[src/rtl/dmem_arbiter.sv]
// Two-port sequencer/arbiter in front of the single-ported data memory.
// Optional DMEM_ARB_ROUND_ROBIN_EN selects round-robin instead of fixed A-priority.
module dmem_arbiter #(
   parameter int unsigned DEPTH = 32
) (
   input  logic        clk,
   input  logic        rst_n,
   input  logic        a_req,
   input  logic        a_we,
   input  logic [31:0] a_addr,
   input  logic [31:0] a_wdata,
   output logic        a_ack,
   output logic        a_err,
   output logic [31:0] a_rdata,
   input  logic        b_req,
   input  logic        b_we,
   input  logic [31:0] b_addr,
   input  logic [31:0] b_wdata,
   output logic        b_ack,
   output logic        b_err,
   output logic [31:0] b_rdata,
   output logic [31:0] mem_addr,
   output logic        mem_read,
   output logic        mem_write,
   output logic [31:0] mem_wdata,
   input  logic [31:0] mem_rdata,
   output logic        busy
);

   typedef enum logic [1:0] {IDLE, ACCESS, RESP} state_t;

   localparam logic [31:0] DEPTH_W = 32'(DEPTH);

   state_t      state, state_nx;
   logic        lat_we;
   logic        win;
   logic        err_q;
   logic        any_req;
   logic        grant_b;
   logic        sel_we;
   logic [31:0] sel_addr;
   logic [31:0] sel_wdata;
   logic        legal;

   assign any_req = a_req | b_req;

`ifdef DMEM_ARB_ROUND_ROBIN_EN
   logic ptr_b;  // 1: port B wins the next tie

   assign grant_b = b_req & (~a_req | ptr_b);

   always_ff @(posedge clk or negedge rst_n) begin
      if (!rst_n)
         ptr_b <= 1'b0;
      else if (state == IDLE && any_req)
         ptr_b <= ~grant_b;
   end
`else
   assign grant_b = b_req & ~a_req;
`endif

   assign sel_we    = grant_b ? b_we    : a_we;
   assign sel_addr  = grant_b ? b_addr  : a_addr;
   assign sel_wdata = grant_b ? b_wdata : a_wdata;
   assign legal     = (sel_addr[1:0] == 2'b00) && ({2'b00, sel_addr[31:2]} < DEPTH_W);

   always_comb begin
      state_nx  = state;
      mem_read  = 1'b0;
      mem_write = 1'b0;
      a_ack     = 1'b0;
      b_ack     = 1'b0;
      a_err     = 1'b0;
      b_err     = 1'b0;
      busy      = 1'b1;
      unique case (state)
         IDLE: begin
            busy = 1'b0;
            if (any_req)
               state_nx = legal ? ACCESS : RESP;
         end
         ACCESS: begin
            mem_read  = ~lat_we;
            mem_write = lat_we;
            state_nx  = RESP;
         end
         RESP: begin
            a_ack    = ~win;
            b_ack    = win;
            a_err    = ~win & err_q;
            b_err    = win & err_q;
            state_nx = IDLE;
         end
         default: state_nx = IDLE;
      endcase
   end

   // mem_addr/mem_wdata load only on legal grants so they hold across rejected requests
   always_ff @(posedge clk or negedge rst_n) begin
      if (!rst_n) begin
         state     <= IDLE;
         lat_we    <= 1'b0;
         win       <= 1'b0;
         err_q     <= 1'b0;
         mem_addr  <= '0;
         mem_wdata <= '0;
         a_rdata   <= '0;
         b_rdata   <= '0;
      end else begin
         state <= state_nx;
         if (state == IDLE && any_req) begin
            win    <= grant_b;
            lat_we <= sel_we;
            err_q  <= ~legal;
            if (legal) begin
               mem_addr  <= sel_addr;
               mem_wdata <= sel_wdata;
            end else if (grant_b) begin
               b_rdata <= '0;
            end else begin
               a_rdata <= '0;
            end
         end
         if (state == ACCESS && !lat_we) begin
            if (win)
               b_rdata <= mem_rdata;
            else
               a_rdata <= mem_rdata;
         end
      end
   end

endmodule

[config.mk]
export PLATFORM = sky130hd
export DESIGN_NAME = dmem_arbiter
export DESIGN_NICKNAME = d
export VERILOG_FILES = /design/src/rtl/dmem_arbiter.sv
export SDC_FILE = /design/constraint.sdc
export NUM_CORES = 1
export LEC_CHECK = 0
export CORE_MARGIN = 2
export CORE_UTILIZATION = 42
export CTS_CLUSTER_SIZE = 30
export DETAILED_ROUTE_END_ITERATION = 7
export PLACE_DENSITY = 0.83
export SLEW_MARGIN = 20
export SYNTH_ARGS = -nofsm -noshare
export SYNTH_HDL_FRONTEND = slang
export SYNTH_SLANG_ARGS = --single-unit
[constraint.sdc]
create_clock -name clk -period 4.4 [get_ports clk]
set_input_delay 0.44 -clock clk [delete_from_list [all_inputs] [get_ports clk]]
set_output_delay 0.44 -clock clk [all_outputs]
set_load 0.01 [all_outputs]
==> results.cfg, run 1 <==
[critical_path]
endpoint_kind = flip-flop
cpPeakStageDelay_ps = 900
path_max_fanout = 38
path_cells = clkdlybuf4s50_1 > nor4_1 > nand3_1 > nor2_2 > a32o_2 > mux2_2
crit_cells = 6
rr_startpoint = state[1]
crit_start = a_addr[8]
crit_path_end = mem_wdata[9]
r2r_slack_ps = 1950
cp_num_buf_inv = 1
cp.arrival_ps = 3070
r2r_cells = 5
worst_ep_required_time_ps = 4690
crit_type = in2reg
startpoint_type = input port
reg2reg_to = mem_wdata[9]
cp_top_family = compound AO/OA/AOI/OAI gates
slowest_stage = a32o_2

[timing]
timing.final.hold_violations = 0
fin_crit_sh_pct = 63.1
period_minus_slack_ps = 2780
slew_viol_final = 0
slew_headroom_pct = 33.8
holdWs_ps = 485
finClkSkew_ps = 8.09
tightest_slew_ps = 994
fmax_ghz = 0.360
finalSetupTns_ps = 0
setup_viol = 0
rsz0062_at_grt = no

[logic_synthesis]
syn_area_um2 = 5610
yosys_warnings = 0
synth_nets = 673
ys_ff_latch = 133
syn_avg_cell_area_um2 = 11.1
synth_cell_types = 31
synth-seq-area-share_pct = 59.3
netlist_instances = 507

[global_routing]
grt_overflow = 0
first_global_vias = 5292
grt_max_degree = 55
grt.total_usage_pct = 24.7
grt_pass1_wl_mm = 27.4
antenna_found_initial = 0

[detailed_routing]
ant_nets = 0
via_per_inst = 5.03
routedWlPerCell_um = 17.3
vias = 4982
first_pass_iters = 7
drc = 0
wl_mm = 17.2
drt-initial-drc-count = 300

[floorplan]
start_util_pct = 42.7
die_y_um = 120
die_area_um2 = 14300
pin_count = 301
num_rows = 42
fp.dieW_um = 120
coreArea_um2 = 13100

[placed_design]
io_buffers = 300
routabilityCongestion = 0.932
dp.cells = 959
dpl.hpwl_mm = 12.9

[clock_network]
root_buffer = clkbuf_16
clk-insertion-delay-late_ps = 410
clkTransAtPathRegs_ps = 60
cts.sinks = 133
cts_tree = done
cts_htree_levels = 4
post_cts_buffers = 0
cts_buffer_depth = 2
cts_buffers = 17

[layout]
drive_gt1_share_pct = 12.3
diodes = 0
area_growth_pct = 66.2
layout.cells.non_filler = 991
layout.nets = 970

[run_status]
status = finished, final reports clean

[power_and_ir_drop]
ir_drop_mv = 0.197
leakagePower_nw = 4.00
p_per_area_nw_per_um2 = 305

[flow_run]
cap_violations = 0

[worst_hold_path]
hold_path_class = reg2reg
cells in the mapped netlist:
cell | count | area [um2]
buf_4 | 1 | 7.51
nor2b_1 | 1 | 6.26
mux2_1 | 19 | 214
clkbuf_1 | 16 | 60.1
a32o_1 | 1 | 10.0
nor3_1 | 3 | 15.0
nor2_2 | 1 | 6.26
inv_1 | 3 | 11.3
a21oi_1 | 67 | 335
nand2_1 | 131 | 492
nor4_1 | 12 | 75.1
nor3b_2 | 1 | 12.5
buf_6 | 1 | 11.3
nand4_1 | 2 | 12.5
nor3_2 | 1 | 10.0
o21ai_2 | 1 | 8.76
mux2_2 | 55 | 619
and2_1 | 30 | 188
buf_2 | 10 | 50.1
nand2b_1 | 1 | 6.26
o22ai_1 | 1 | 6.26
o21ai_0 | 1 | 5.00
and3b_1 | 2 | 17.5
nor3b_1 | 1 | 7.51
dfrtp_1 | 133 | 3330
a32oi_1 | 1 | 8.76
mux2i_1 | 2 | 20.0
nor2_1 | 4 | 15.0
buf_8 | 2 | 30.0
o21ba_2 | 1 | 10.0
nand3_1 | 2 | 10.0
area by class of cell:
cell class / count / area, um2
Clock buffer: 22 / 454
Clock inverter: 8 / 104
Fill cell: 936 / 3820
Inverter: 3 / 11.3
Multi-Input combinational cell: 341 / 2130
Sequential cell: 133 / 3330
Tap cell: 176 / 220
Timing Repair Buffer: 308 / 3070
state kept, by name, summed over array words and instances, names as in the netlist:
register / flops
mem_addr: 32
mem_wdata: 32
b_rdata: 32
lat_we: 1
state: 2
err_q: 1
win: 1
a_rdata: 32
through the flow:
step           total power, mW  util, %  setup WS [ps]  instance area [um2]
2_1_floorplan             1.32        -           2450                 5610
3_3_place_gp              1.52     66.5           1300                 8730
3_5_place_dp              1.53     66.5           1220                 8730
4_1_cts                   2.87     70.8           1660                 9300
5_1_grt                   2.94     70.9           1490                 9320
6_report                  2.85     70.9           1620                 9320
cell usage in the layout, fill, tap and decap left out, types with 2 or more instances in the layout:
cell type	instances
a21oi_1	67
and2_1	29
and3b_1	2
buf_4	7
bufinv_16	2
clkbuf_1	4
clkbuf_16	17
clkdlybuf4s50_1	299
clkinv_2	2
clkinv_4	3
dfrtp_1	133
inv_1	3
mux2_1	19
mux2_2	55
mux2i_1	2
nand2_1	130
nand3_1	2
nand4_1	2
nor2_1	4
nor3_1	2
nor4_1	12
where the power goes:
group          switching [mW]  internal, mW  total, mW
clock network           0.494         0.842       1.34
registers             0.00562          1.23       1.23
logic                   0.101         0.176      0.277
total                   0.601          2.25       2.85
timing repair:
item,in CTS,in global routing
endpoints found under the hold margin,32,0
gates resized for setup,0,0
hold buffers,1,0
cell families after synthesis:
| group | share of synthesized area, % |
|---|---|
| AO/OA/AOI/OAI | 6.85 |
| buffers and inverters | 3.03 |
| flip-flops | 59.3 |
| multiplexers | 15.2 |
| AND/OR/NAND/NOR | 15.6 |
routing by layer:
layer	vias up	wire length (um)	track usage, %
met5	-	0	0
met4	0	484	10.7
met3	40	1570	9.27
met2	239	8430	40.4
met1	2397	6700	29.3
li1	2306	-	-
how the worst min path moves through the flow:
stage	start	end	slack, ps	cells after the start
2_1_floorplan	rst_n	a_rdata[0]	140	0
3_3_place_gp	rst_n	b_rdata[6]	390	1
3_5_place_dp	rst_n	b_rdata[5]	400	1
4_1_cts	mem_addr[22]	mem_addr[22]	490	1
5_1_grt	mem_addr[30]	mem_addr[30]	510	1
6_report	mem_addr[13]	mem_addr[13]	490	1
Power figures use the tool's default switching activity.
==> run 2, diff against run 1 <==
--- a/config.mk
+++ b/config.mk
@@ -6,10 +6,10 @@
 export NUM_CORES = 1
 export LEC_CHECK = 0
 export CORE_MARGIN = 2
-export CORE_UTILIZATION = 42
+export CORE_UTILIZATION = 39
 export CTS_CLUSTER_SIZE = 30
 export DETAILED_ROUTE_END_ITERATION = 7
-export PLACE_DENSITY = 0.83
+export PLACE_DENSITY = 0.78
 export SLEW_MARGIN = 20
 export SYNTH_ARGS = -nofsm -noshare
 export SYNTH_HDL_FRONTEND = slang
==> constraint.sdc (replaced) <==
create_clock -name clk -period 2.6 [get_ports clk]
set_input_delay 0.26 -clock clk [delete_from_list [all_inputs] [get_ports clk]]
set_output_delay 0.26 -clock clk [all_outputs]
set_load 0.01 [all_outputs]
==> run 2 against run 1 <==
  * Flip-flop and latch count stayed put
  * Worst hold slack worse by 59 ps
  * Combinational power is 72% higher
  * Cell count is 1.3% higher
  * Sequential power is 70% higher
  * Clock skew is 2.8 ps lower
  * Cell area is 1.2% higher
==> results.cfg, run 2 (same netlist as run 1, synthesis figures left out) <==
[worst_hold_path]
hold_path_class = in2reg
hold_depth = 3
whs_endpoint = b_rdata[13]
min-delay-start = mem_rdata[13]

[global_routing]
grt_overflow = 0
grt_max_degree = 57
grt.total_usage_pct = 23.5
grt_pass1_wl_mm = 27.3
antenna_found_initial = 0
first_global_vias = 5242

[critical_path]
cp_num_buf_inv = 1
path_cells = nor3b_1 > and2_1 > clkdlybuf4s50_1
reg2reg_to = mem_wdata[8]
r2r_cells = 7
r2r_slack_ps = 740
crit_type = reg2out
worst_ep_required_time_ps = 2340
slowest_stage = clkdlybuf4s50_1
startpoint_type = flip-flop
path_max_fanout = 7
cp.arrival_ps = 1880
cp_top_family = buffers and inverters
endpoint_kind = primary output
cpPeakStageDelay_ps = 550
rr_startpoint = state[1]

[timing]
tightest_slew_ps = 729
fin_crit_sh_pct = 82.1
rsz0062_at_grt = no
slew_headroom_pct = 51.4
slew_viol_final = 0
finalSetupTns_ps = 0
period_minus_slack_ps = 2140
postLayoutSetupSlackWorst_ps = 464
setup_viol = 0
timing.final.hold_violations = 0
finClkSkew_ps = 5.24
fmax_ghz = 0.468
holdWs_ps = 426

[power_and_ir_drop]
leakagePower_nw = 4.06
p_per_area_nw_per_um2 = 513
p_clk_share_pct = 47.0
p_seq_share_pct = 43.2
p_switching_mw = 1.02
intPower_mw = 3.82
p_comb_share_pct = 9.8
ir_drop_mv = 0.493
swShare_pct = 21.1

[clock_network]
cts_htree_levels = 4
clk-insertion-delay-late_ps = 410
cts.sinks = 133
cts_tree = done
post_cts_buffers = 0
cts_buffer_depth = 2
clkTransAtPathRegs_ps = 50
root_buffer = clkbuf_16
cts_buffers = 17

[floorplan]
start_util_pct = 40.1
die_area_um2 = 15400
fp.dieW_um = 124
pin_count = 301
die_y_um = 124
num_rows = 43
coreArea_um2 = 14000

[layout]
drive_gt1_share_pct = 13.2
area_growth_pct = 68.1
fin_area_um2 = 9430
layout.cells.non_filler = 1004
layout_commonest_cell = clkdlybuf4s50_1
final_cell_mix = clkdlybuf4s50_1, dfrtp_1, nand2_1, a21oi_1, mux2_2
diodes = 0
fillers = 1044
layout.nets = 978

[placed_design]
io_buffers = 300
dpl.hpwl_mm = 13.2
placed_cell_area_um2 = 8840
dp.cells = 971
routabilityCongestion = 0.955
place_ws_ps = 253

[detailed_routing]
ant_nets = 0
first_pass_iters = 5
wl_mm = 17.5
routedWlPerCell_um = 17.4
drt-initial-drc-count = 301
vias = 4983
drc = 0
via_per_inst = 4.96

[run_status]
status = finished, final reports clean

[flow_run]
cap_violations = 0
-- run 2: changes by cell type in the layout (fill, tap and decap cells not counted), sizes merged --
cell / previous run / this run
bufinv: 2 / 1
clkinvlp: 1 / 3
buf: 8 / 16
clkinv: 5 / 3
clkbuf: 22 / 24
-- run 2: area by class of cell --
class / instances / area, um2 / share of cell area (%)
Sequential cell: 133 / 3330 / 35.3
Timing Repair Buffer: 316 / 3160 / 33.6
Multi-Input combinational cell: 341 / 2130 / 22.6
Clock buffer: 24 / 502 / 5.32
Tap cell: 180 / 225 / 2.39
Clock inverter: 7 / 71.3 / 0.756
Inverter: 3 / 11.3 / 0.119
-- run 2: through the flow --
stage               util, %  power (mW)
floorplan                 -        2.23
global placement       63.2        2.59
detailed placement     63.2        2.60
CTS                    67.3        4.89
global route           67.4        5.02
finish                 67.4        4.84
-- run 2: power by group through the flow --
stage / Clock, mW / Sequential, mW / Combinational, mW
after floorplan: 0 / 2.12 / 0.110
after global placement: 0 / 2.12 / 0.464
after detailed placement: 0 / 2.13 / 0.472
after CTS: 2.32 / 2.09 / 0.477
after global routing: 2.42 / 2.09 / 0.511
final: 2.27 / 2.09 / 0.476
-- run 2: worst max-delay path by stage --
stage / from / endpoint / slack [ps] / depth (start not counted)
6_report: win / a_err / 460 / 3
5_1_grt: win / a_err / 340 / 3
4_1_cts: win / a_err / 400 / 3
3_5_place_dp: a_addr[10] / a_rdata[18] / 250 / 7
3_3_place_gp: a_addr[22] / mem_wdata[7] / 320 / 7
2_1_floorplan: state[1] / mem_wdata[17] / 790 / 7
-- run 2: repair_timing --
item | CTS | global route
endpoints found under the setup margin | 0 | 0
hold endpoints to repair | 51 | 0
hold buffers | 1 | 0
gates resized for setup | 0 | 0
-- run 2: tightest hold or removal path, delay by kind of cell --
kind | cells | cell delay, ps
and+or+nand+nor | 1 | 60
AOI/OAI and AO/OA | 1 | 50
buffers and inverters | 1 | 420
-- run 2: per-layer routing --
| layer | vias to the layer above | wire, um | GRT usage, % |
|---|---|---|---|
| met5 | - | 0 | 0 |
| met4 | 0 | 335 | 8.01 |
| met3 | 26 | 1760 | 9.29 |
| met2 | 250 | 8690 | 39.5 |
| met1 | 2389 | 6670 | 27.4 |
| li1 | 2318 | - | - |
==> run 3, diff against run 2 <==
==> constraint.sdc (replaced) <==
create_clock -name clk -period 2.1 [get_ports clk]
set_input_delay 0.21 -clock clk [delete_from_list [all_inputs] [get_ports clk]]
set_output_delay 0.21 -clock clk [all_outputs]
set_load 0.01 [all_outputs]
==> run 3 against run 2 <==
  * Via count rose by 1.6%
  * Sequential power rose by 24%
  * Critical path depth did not move
  * Largest cell class unchanged
  * Register-to-register slack got worse by 530 ps
  * Routed wire length rose by 2.0%
  * Non-clock buffer count rose by 1
  * Highest routed layer unchanged
  * Clock power rose by 44%
==> results.cfg, run 3 (same netlist as run 1, synthesis figures left out) <==
[timing]
fin_crit_sh_pct = 94.2
slew_viol_final = 0
postLayoutSetupSlackWorst_ps = 121
finClkSkew_ps = 6.20
timing.final.hold_violations = 0
rsz0062_at_grt = no
tightest_slew_ps = 811
period_minus_slack_ps = 1980
slew_headroom_pct = 45.7
fmax_ghz = 0.505
setup_viol = 0

[global_routing]
grt_max_degree = 134
first_global_vias = 5409
grt_pass1_wl_mm = 27.7
grt.total_usage_pct = 24.0
grt_overflow = 0
antenna_found_initial = 0

[layout]
area_growth_pct = 70.8
layout.nets = 979
drive_gt1_share_pct = 13.6
layout_commonest_cell = clkdlybuf4s50_1
final_cell_mix = clkdlybuf4s50_1, dfrtp_1, nand2_1, a21oi_1, mux2_2
diodes = 0

[floorplan]
start_util_pct = 40.1
num_rows = 43
die_area_um2 = 15400
pin_count = 301
die_y_um = 124
coreArea_um2 = 14000
fp.dieW_um = 124

[clock_network]
root_buffer = clkbuf_16
cts.sinks = 133
cts_tree = done
cts_buffers = 17
post_cts_buffers = 0
clkTransAtPathRegs_ps = 60
clk-insertion-delay-late_ps = 410
cts_htree_levels = 4
cts_buffer_depth = 2

[power_and_ir_drop]
p_per_area_nw_per_um2 = 674
leakagePower_nw = 4.13
ir_drop_mv = 0.362
finalPower_mw = 6.46

[run_status]
status = finished, final reports clean

[critical_path]
r2r_slack_ps = 210
startpoint_type = flip-flop
crit_type = reg2out
cpPeakStageDelay_ps = 550
cp.arrival_ps = 1770
reg2reg_to = mem_wdata[5]
r2r_cells = 7
path_cells = and3b_1 > and2_1 > clkdlybuf4s50_1
path_max_fanout = 6
slowest_stage = clkdlybuf4s50_1
endpoint_kind = primary output
rr_startpoint = state[1]
worst_ep_required_time_ps = 1890

[placed_design]
io_buffers = 300
place_ws_ps = -154
routabilityCongestion = 0.976
dpl.hpwl_mm = 13.1

[flow_run]
cap_violations = 0

[detailed_routing]
routedWlPerCell_um = 17.7
first_pass_iters = 4
drc = 0
vias = 5065
wl_mm = 17.8
ant_nets = 0
drt-initial-drc-count = 262
via_per_inst = 5.03

[worst_hold_path]
hold_path_class = in2reg
min-delay-start = mem_rdata[14]
whs_endpoint = a_rdata[14]
hold_depth = 3
[run 3: cell count changes in the layout (fill, tap and decap cells not counted), moves of 2 or more]
cell / before / now
buf_12: 3 / 7
bufinv_16: 1 / 5
clkinv_4: 1 / 5
clkbuf_8: 5 / 2
clkinvlp_4: 3 / 0
buf_4: 12 / 10
[run 3: area by class of cell]
cell class              instances  area [um2]
fillers                      1052        4410
flip-flops and latches        133        3330
repair buffers                317        3220
multi-input cells             341        2140
clock buffers                  21         460
well taps                     180         225
clock inverters                11         199
inverters                       3        11.3
[run 3: what timing repair did]
| item | 4_1_cts | 5_1_grt |
|---|---|---|
| endpoints found under the hold margin | 133 | 0 |
| hold buffers | 1 | 0 |
| gates resized for setup | 0 | 2 |
| setup endpoints to repair | 0 | 2 |
[run 3: critical path: cells and delay by family (launching register included)]
family                 cells  cell delay, ps
buffers and inverters      1             550
DFF                        1             430
and+or+nand+nor            2             370
[run 3: stage by stage]
step	hold WS [ps]	utilization [%]	std cells	setup TNS, ps	area (um2)
after floorplan	-85.6	-	507	0	5610
after global placement	371	63.6	973	-3010	8900
after detailed placement	384	63.6	973	-5830	8900
after CTS	358	68.4	1006	0	9570
after global routing	371	68.5	1006	0	9580
final	382	68.5	1006	0	9580
[run 3: worst max path at each step]
stage               start            end  slack, ps  depth (start not counted)
6_report         state[0]          b_err        120                          3
2_1_floorplan    state[1]  mem_wdata[17]        290                          7
3_5_place_dp   a_addr[23]   mem_wdata[5]       -150                          7
3_3_place_gp   a_addr[23]   mem_wdata[9]        -80                          7
5_1_grt          state[0]          b_err         30                          3
4_1_cts               win          a_err         30                          3
[run 3: metal layers]
metal / up-vias / share of wire (%) / wire [um] / track usage [%]
li1: 2322 / - / - / -
met4: 0 / 2.1 / 370 / 9.06
met1: 2430 / 37 / 6650 / 27.1
met2: 280 / 50 / 8820 / 40.7
met5: - / 0 / 0 / 0
met3: 33 / 11 / 1960 / 9.94
[run 3: power by group]
part	switching [mW]	internal, mW	total, mW
registers	0.0139	2.57	2.59
clock network	1.10	2.18	3.27
logic	0.214	0.386	0.600
total	1.32	5.14	6.46
